`src/rtl/lpc_synthesis.sv`:
```
// FLAC LPC synthesis datapath: rebuilds PCM samples from warmup samples,
// quantised coefficients, a shift and a residual stream using one
// multiply-accumulate per cycle.
//   x[n] = r[n] + ((sum_{j<order} c[j]*x[n-1-j]) >>> shift)
// Optional feature macro: LPC_SAT_EN (saturate instead of wrap, sticky oOverflow).
module lpc_synthesis #(
  parameter int unsigned MAX_ORDER = 12,
  parameter int unsigned SAMPLE_W  = 16,
  parameter int unsigned COEF_W    = 15,
  parameter int unsigned RES_W     = 18,
  parameter int unsigned ACC_W     = 40
) (
  input  logic                       iClock,
  input  logic                       iReset,
  input  logic                       iEnable,
  input  logic                       iStart,
  input  logic [3:0]                 iOrder,
  input  logic [4:0]                 iShift,
  input  logic                       iCoefWr,
  input  logic [3:0]                 iCoefIdx,
  input  logic signed [COEF_W-1:0]   iCoef,
  input  logic                       iValid,
  input  logic signed [RES_W-1:0]    iData,
  output logic                       oReady,
  output logic signed [SAMPLE_W-1:0] oSample,
  output logic                       oValid,
  output logic                       oOverflow
);

  localparam int unsigned PROD_W = COEF_W + SAMPLE_W;

  // Warmup samples and order-0 samples are produced on the accept edge
  // itself, so they share DONE with predicted samples.
  localparam logic [1:0] S_IDLE   = 2'd0;
  localparam logic [1:0] S_ACCEPT = 2'd1;
  localparam logic [1:0] S_MAC    = 2'd2;
  localparam logic [1:0] S_DONE   = 2'd3;

  logic [1:0]                 state_q, state_d;
  logic                       ready_d, valid_d;
  logic                       accept_c, warm_c, fin_c;
  logic [3:0]                 order_q, order_in_c;
  logic [4:0]                 shift_q;
  logic [3:0]                 warm_q;
  logic [3:0]                 j_q;
  logic signed [ACC_W-1:0]    acc_q;
  logic signed [RES_W-1:0]    res_q;
  logic signed [SAMPLE_W-1:0] hist_q [MAX_ORDER];
  logic signed [COEF_W-1:0]   coef_q [MAX_ORDER];

  logic signed [PROD_W-1:0]   prod_c;
  logic signed [ACC_W-1:0]    acc_sum_c, fin_acc_c, y_c;
  logic signed [RES_W-1:0]    fin_res_c;
  logic signed [SAMPLE_W-1:0] sat_c;
  logic                       ovf_c;

  // Orders beyond the register depth clamp to the deepest predictor.
  assign order_in_c = (iOrder > 4'(MAX_ORDER)) ? 4'(MAX_ORDER) : iOrder;

  // One MAC term per cycle and the final reconstruction adder.
  assign prod_c    = PROD_W'(coef_q[j_q]) * PROD_W'(hist_q[j_q]);
  assign acc_sum_c = acc_q + ACC_W'(prod_c);
  assign fin_acc_c = (state_q == S_MAC) ? acc_sum_c : '0;
  assign fin_res_c = (state_q == S_MAC) ? res_q : iData;
  assign y_c       = ACC_W'(fin_res_c) + (fin_acc_c >>> shift_q);

`ifdef LPC_SAT_EN
  localparam logic signed [ACC_W-1:0] SMAX =
    {{(ACC_W-SAMPLE_W+1){1'b0}}, {(SAMPLE_W-1){1'b1}}};
  localparam logic signed [ACC_W-1:0] SMIN =
    {{(ACC_W-SAMPLE_W+1){1'b1}}, {(SAMPLE_W-1){1'b0}}};

  // Clamp out-of-range results to the sample rails.
  always_comb begin
    ovf_c = (y_c > SMAX) || (y_c < SMIN);
    sat_c = SAMPLE_W'(y_c);
    if (y_c > SMAX) sat_c = {1'b0, {(SAMPLE_W-1){1'b1}}};
    if (y_c < SMIN) sat_c = {1'b1, {(SAMPLE_W-1){1'b0}}};
  end
`else
  assign ovf_c = 1'b0;
  assign sat_c = SAMPLE_W'(y_c);
`endif

  // Next-state and registered-output decode.
  always_comb begin
    state_d  = state_q;
    ready_d  = 1'b0;
    valid_d  = 1'b0;
    accept_c = 1'b0;
    warm_c   = 1'b0;
    fin_c    = 1'b0;
    if (iStart) begin
      state_d = S_ACCEPT;
    end else begin
      case (state_q)
        S_ACCEPT, S_DONE: begin
          if (iValid) begin
            accept_c = 1'b1;
            if (warm_q < order_q) begin
              warm_c  = 1'b1;
              state_d = S_DONE;
            end else if (order_q == 4'd0) begin
              fin_c   = 1'b1;
              state_d = S_DONE;
            end else begin
              state_d = S_MAC;
            end
          end else begin
            state_d = S_ACCEPT;
          end
        end
        S_MAC: begin
          if (j_q == order_q - 4'd1) begin
            fin_c   = 1'b1;
            state_d = S_DONE;
          end
        end
        default: state_d = state_q;
      endcase
    end
    ready_d = (state_d == S_ACCEPT) || (state_d == S_DONE);
    valid_d = warm_c || fin_c;
  end

  // State register and registered outputs.
  always_ff @(posedge iClock or negedge iReset) begin
    if (!iReset) begin
      state_q   <= S_IDLE;
      oReady    <= 1'b0;
      oValid    <= 1'b0;
      oSample   <= '0;
      oOverflow <= 1'b0;
    end else if (iEnable) begin
      state_q <= state_d;
      oReady  <= ready_d;
      oValid  <= valid_d;
      if (warm_c) oSample <= SAMPLE_W'(iData);
      else if (fin_c) oSample <= sat_c;
      if (iStart) oOverflow <= 1'b0;
      else if (fin_c && ovf_c) oOverflow <= 1'b1;
    end
  end

  // Subframe config, warmup count, MAC accumulator and sample history.
  always_ff @(posedge iClock or negedge iReset) begin
    if (!iReset) begin
      order_q <= '0;
      shift_q <= '0;
      warm_q  <= '0;
      j_q     <= '0;
      acc_q   <= '0;
      res_q   <= '0;
      for (int k = 0; k < MAX_ORDER; k++) hist_q[k] <= '0;
    end else if (iEnable) begin
      if (iStart) begin
        order_q <= order_in_c;
        shift_q <= iShift;
        warm_q  <= '0;
        j_q     <= '0;
      end else begin
        if (state_q == S_DONE) begin
          for (int k = MAX_ORDER - 1; k > 0; k--) hist_q[k] <= hist_q[k-1];
          hist_q[0] <= oSample;
        end
        if (accept_c) begin
          res_q <= iData;
          acc_q <= '0;
          j_q   <= '0;
          if (warm_c) warm_q <= warm_q + 4'd1;
        end else if (state_q == S_MAC) begin
          acc_q <= acc_sum_c;
          j_q   <= fin_c ? 4'd0 : j_q + 4'd1;
        end
      end
    end
  end

  // Coefficient bank; frozen while a prediction is being accumulated.
  always_ff @(posedge iClock or negedge iReset) begin
    if (!iReset) begin
      for (int k = 0; k < MAX_ORDER; k++) coef_q[k] <= '0;
    end else if (iEnable) begin
      if (iCoefWr && (state_q != S_MAC) && (iCoefIdx < 4'(MAX_ORDER)))
        coef_q[iCoefIdx] <= iCoef;
    end
  end

endmodule

```
`config.mk`:
```
export PLATFORM = sky130hd
export DESIGN_NAME = lpc_synthesis
export DESIGN_NICKNAME = d
export VERILOG_FILES = /design/src/rtl/lpc_synthesis.sv
export SDC_FILE = /design/constraint.sdc
export NUM_CORES = 2
export LEC_CHECK = 0
export CAP_MARGIN = 15
export CELL_PAD_IN_SITES_DETAIL_PLACEMENT = 0
export CELL_PAD_IN_SITES_GLOBAL_PLACEMENT = 1
export CORE_ASPECT_RATIO = 2
export CORE_MARGIN = 3
export CORE_UTILIZATION = 50
export CTS_CLUSTER_DIAMETER = 120
export CTS_CLUSTER_SIZE = 10
export DETAILED_ROUTE_END_ITERATION = 16
export PLACE_DENSITY_LB_ADDON = 0.3
export SLEW_MARGIN = 20
export SYNTH_ARGS = -nofsm -noshare
export SYNTH_HDL_FRONTEND = slang
export SYNTH_SLANG_ARGS = --single-unit
```
`constraint.sdc`:
```
create_clock -name iClock -period 18.5 [get_ports iClock]
set_input_delay 3.7 -clock iClock [delete_from_list [all_inputs] [get_ports iClock]]
set_output_delay 3.7 -clock iClock [all_outputs]
set_load 0.05 [all_outputs]
```
# Yosys cells after proc, flatten, opt, wreduce, memory -nomap -nowiden
# Cells that the tools add are included.
# Widths: inputs -> output; s select.
# classes
n_eq_ne	7
addsub	5
shifts	1
mul	1
mux	42
reduce_logical	20
bitwise_logic	3
n_lt_le_gt_ge	6
# ops
op	count
$bwmux 180	1
$mux 40	3
$mux 16	5
$bmux 16 s4	1
$bmux 15 s4	1
$demux 15 s4	1
$mux 15	3
$add 40x31->40	1
$sshr 40x5->16	1
$mux 4	8
$mul 15x16->31	1
$add 16x16->16	1
$mux 1	14
$reduce_and 3->1	4
$ge 5x5->1 const B	2
$not 4->5	2
$add 4x1->4 const B	2
$reduce_and 2->1	4
$reduce_bool 2->1	4
$eq 2x2->1 const B	3
$mux 2	3
$lt 5x1->1 const B	1
$eq 2x1->1 const B	2
$eq 4x4->1	1
other kinds (13)	16
# word_totals
input_bits	52
elab_cells	119
output_inout_bits	19
reg_bits	465

# Longest topological paths before layout
# depth
word_depth	11
mapped_depth	47
mapped_depth_nobuf	42

# Worst setup path after synthesis
# Ideal clock, no wire load.
# synth_path
path_type	reg2reg
startpoint	register j_q[0]
endpoint	register oSample[14]
stages_incl_launch_ff	44
required_ps	18367
setup_slack_ps	6826
arrival_time_ps	11541
synth_period_minus_slack_ps	11674
n_path_buf	5
setup_ps	133
cell_sequence	dfrtp_1 > clkbuf_1 > buf_1 > clkbuf_1 > mux4_2 > nand2_1 > o21ai_1 > clkbuf_1 > nand2_1 > fa_1 > inv_1 > fa_1 > inv_1 > fa_1 > fa_1 > fa_1 > fa_1 > inv_1 > [... 8 more ...] > mux2_2 > o22ai_1 > mux4_2 > nand2_1 > o31ai_1 > ha_1 > fa_1 > a21o_1 > a21oi_1 > o21ai_0 > a21o_1 > a21o_1 > a211oi_1 > o21ai_0 > a2111oi_0 > a31oi_1 > a22oi_1 > o21ai_0
# synth_between
elab_chain_cells	11
elab_cells_between_ends	20
cone_classes	add/sub: 2; mul: 1; eq/ne: 1; shift: 1; mux: 12; bitwise: 1; reduce/logical: 2
# synth_lines
item	line_no	text
start: declaration	45	logic [3:0] j_q;
start signal: assignment	173	j_q <= fin_c ? 4'd0 : j_q + 4'd1;
$not 4->5 (implied by the code)	61	assign prod_c = PROD_W'(coef_q[j_q]) * PROD_W'(hist_q[j_q]);
$bmux 15 s4 or $bmux 16 s4 (tied branches)	61	
$mux 15 (implied by the code) or $mux 16 (tied branches) (2 in series)	61	
$mul 15x16->31	61	
$add 40x31->40	62	assign acc_sum_c = acc_q + ACC_W'(prod_c);
$mux 40	63	assign fin_acc_c = (state_q == S_MAC) ? acc_sum_c : '0;
$sshr 40x5->16	65	assign y_c = ACC_W'(fin_res_c) + (fin_acc_c >>> shift_q);
$add 16x16->16	65	
$mux 16	139	else if (fin_c) oSample <= sat_c;
$mux 16	138	if (warm_c) oSample <= SAMPLE_W'(iData);
end signal: assignment	138	
end signal: assignment	139	
end: declaration	25	output logic signed [SAMPLE_W-1:0] oSample,
# Parallel ways exist; a longest one is shown, timed or not. The select of a mux whose other input is x is not followed.
# A chain may end at the register's enable or synchronous reset.

# Final worst setup path
# Ends and elaborated chain as after synthesis.

==> flow_summary.ini <==
[setup_path]
critPathMaxStageDelay_ps = 810
crit_required_ps = 19000
cp-start-kind = register
crit_type = reg2reg
crit_end = oSample[14]
reg2regPathDepth = 41
r2r_start = j_q[0]
slowest_stage = dfrtp_4
cp.arrival_ps = 14180
worstPathMaxFanout = 30
path_common_cell = fa_1
timing.rr.end = oSample[14]
reg2reg_slack_ps = 4820
cp-startpoint = j_q[0]
critPathCaptureType = register

[synthesis]
synth_top_area_cell = dfrtp_1
synth_fa_ha_area_share_pct = 21.5
synth-compound-area-share_pct = 7.83
ys.flop_type = dfrtp_1
synth_fp_nets = 3724
synth_xor_area_share_pct = 1.06
synth_top_cell_area_share_pct = 32.8
synthMuxAreaShare_pct = 21.4
synth_edf_count = 0
yosys-top-cells-area = dfrtp_1 (33%), fa_1 (17%), mux2_2 (13%)
synthArstFlopShare_pct = 100
ys_types = 83
syn_avg_cell_area_sq_um = 10.9
synth_most_common_cell = dfrtp_1
synth_top_family_by_area = adder cells
synth_common_cells = dfrtp_1 (464), mux2_2 (412), inv_1 (388), fa_1 (296), nor2_1 (260)
ys_seq_elements = 464
yosys.area_share.simple_pct = 9.11
synthCells = 3240
yosysWarningCount = 0
synth-seq-area-share_pct = 32.8
syn_area_sq_um = 35400

[cells_and_area]
fill_cells = 6027
areaGrowthSynthToFinish_pct = 8.64
multi_input_area_sq_um = 21700
seq_area_sq_um = 11600
antenna_cells = 0
postLayoutCoreUtil_pct = 55.0
nNetsFinal = 3718
drive_gt1_share_pct = 21.3

[sta]
skew_ps = 41.4
tightest_slew_ps = 1180
hold_viol = 0
tns_ps = 0
rsz0062_at_grt = false
maxSlewViolCount = 0
fmax_mhz = 73.1
finalCritPeriodShare_pct = 74.0
setup_violations = 0
slew_headroom_pct = 21.1
fin_crit_ps = 13680

[placed_design]
routabilityCongestion = 0.958
hpwl_microns = 73200
portBuffers = 67

[clocking]
cts_tree = done
cts_max_level = 2
clk_pin_slew_ps = 60
postCtsSetupBuffers = 0
clock_latency_ps = 640
cts_root_buffer = clkbuf_16
clkSinkCount = 464
post_cts_resized = 0
max-clock-path-buffers = 3
numCtsBuffers = 52
holdBufCountCts = 0

[die]
die-width_microns = 194
die_h_microns = 382
rows = 137
pin_count = 71
start_util_pct = 50.6
die-area_sq_um = 74200
core_sq_um = 69900

[grt]
grt_pass1_vias = 27269
track_usage_pct = 26.1
grt_overflow = 0
antenna_found_initial = 2
grt_max_degree = 203
grt_pass1_wl_microns = 153000

[routing]
ant_nets = 0
route.vias.total = 24482
first_pass_iters = 5
route.detailed.drc = 0
wl_microns = 95400
viasPerCell = 5.91
wl_per_cell_microns = 23.0
drt_iter0_markers = 1259

[min_path]
hold_class = reg2reg

[run_status]
outcome = completed

[flow_run]
max-cap-violations = 0
-- cell families after synthesis --
kind of cell               after synthesis
and+or+nand+nor                        722
buffers and inverters                  577
adders and majority gates              432
DFF                                    464
AOI/OAI and AO/OA                      427
muxes                                  574
other                                    1
xor gates and xnor gates                43
-- how the worst min path moves through the flow --
stage	slack, ps	endpoint	startpoint	cells after the start
2_1_floorplan	450	acc_q[14]	acc_q[14]	2
3_3_place_gp	470	acc_q[31]	acc_q[31]	2
3_5_place_dp	480	acc_q[31]	acc_q[31]	2
4_1_cts	490	acc_q[31]	acc_q[31]	2
5_1_grt	510	coef_q[164]	coef_q[164]	1
6_report	490	acc_q[31]	acc_q[31]	2
-- per-layer routing --
layer | routed length, microns | share of wire (%) | global-route usage, %
met2 | 51300 | 54 | 48.8
met3 | 2880 | 3.0 | 2.73
met4 | 7520 | 7.9 | 17.1
met1 | 33700 | 35 | 27.6
met5 | 15 | 0.016 | 0
-- worst max-delay path, delay by kind of cell (launching register included) --
family	cells	cell delay (ps)
buffers and inverters	5	1720
multiplexers	4	1550
XOR/XNOR	1	570
adder cells (fa/ha/maj)	9	4190
AND/OR/NAND/NOR	7	1620
flip-flops	1	810
AO/OA/AOI/OAI	15	2980
-- stage by stage --
step	instances	instance area, sq um	setup slack (ps)	hold slack (ps)
after floorplan	3240	35400	6830	450
after global placement	4081	37000	4530	474
after detailed placement	4082	37000	4500	481
after CTS	4140	38400	4450	494
after global routing	4141	38500	3900	512
final	4141	38500	4820	488
-- final cells by class --
cell class,count,area share [%]
Multi-Input combinational cell,2199,56.4
Timing Repair Buffer,126,2.99
Inverter,391,3.82
Sequential cell,464,30.2
Clock buffer,54,3.40
Tap cell,903,2.94
Clock inverter,4,0.231
-- registers in the layout, summed over array words and instances (netlist names), 2 cells and up --
signal / flops
shift_q: 5
j_q: 4
state_q: 2
res_q: 16
order_q: 4
hist_q: 192
coef_q: 180
oSample: 16
acc_q: 40
warm_q: 4
-- cells in the final DEF, fill, tap and decap left out, drive strengths merged, types with 6 or more instances in the layout --
cell type and count:
buf 60, o21a 14, dfrtp 464, o21ai 116
nor2 261, or2 14, a211oi 28, xnor2 26
a31oi 15, o22ai 7, and3 13, a21o 22
a22o 30, inv 389, nand2 251, nor3 30
nor2b 15, xor2 17, clkbuf 54, o211ai 19
nor4 7, clkinv 6, and2 15, fa 296
nand3 36, mux4 106, mux2 412, a21oi 111
or3 12, ha 136, clkdlybuf4s50 66, mux2i 56
o31ai 7, nand4 19, nand2b 27
Power is left out: the tool's default activity adds up to more than one toggle a clock period on the data nets, which glitch-free logic cannot reach.
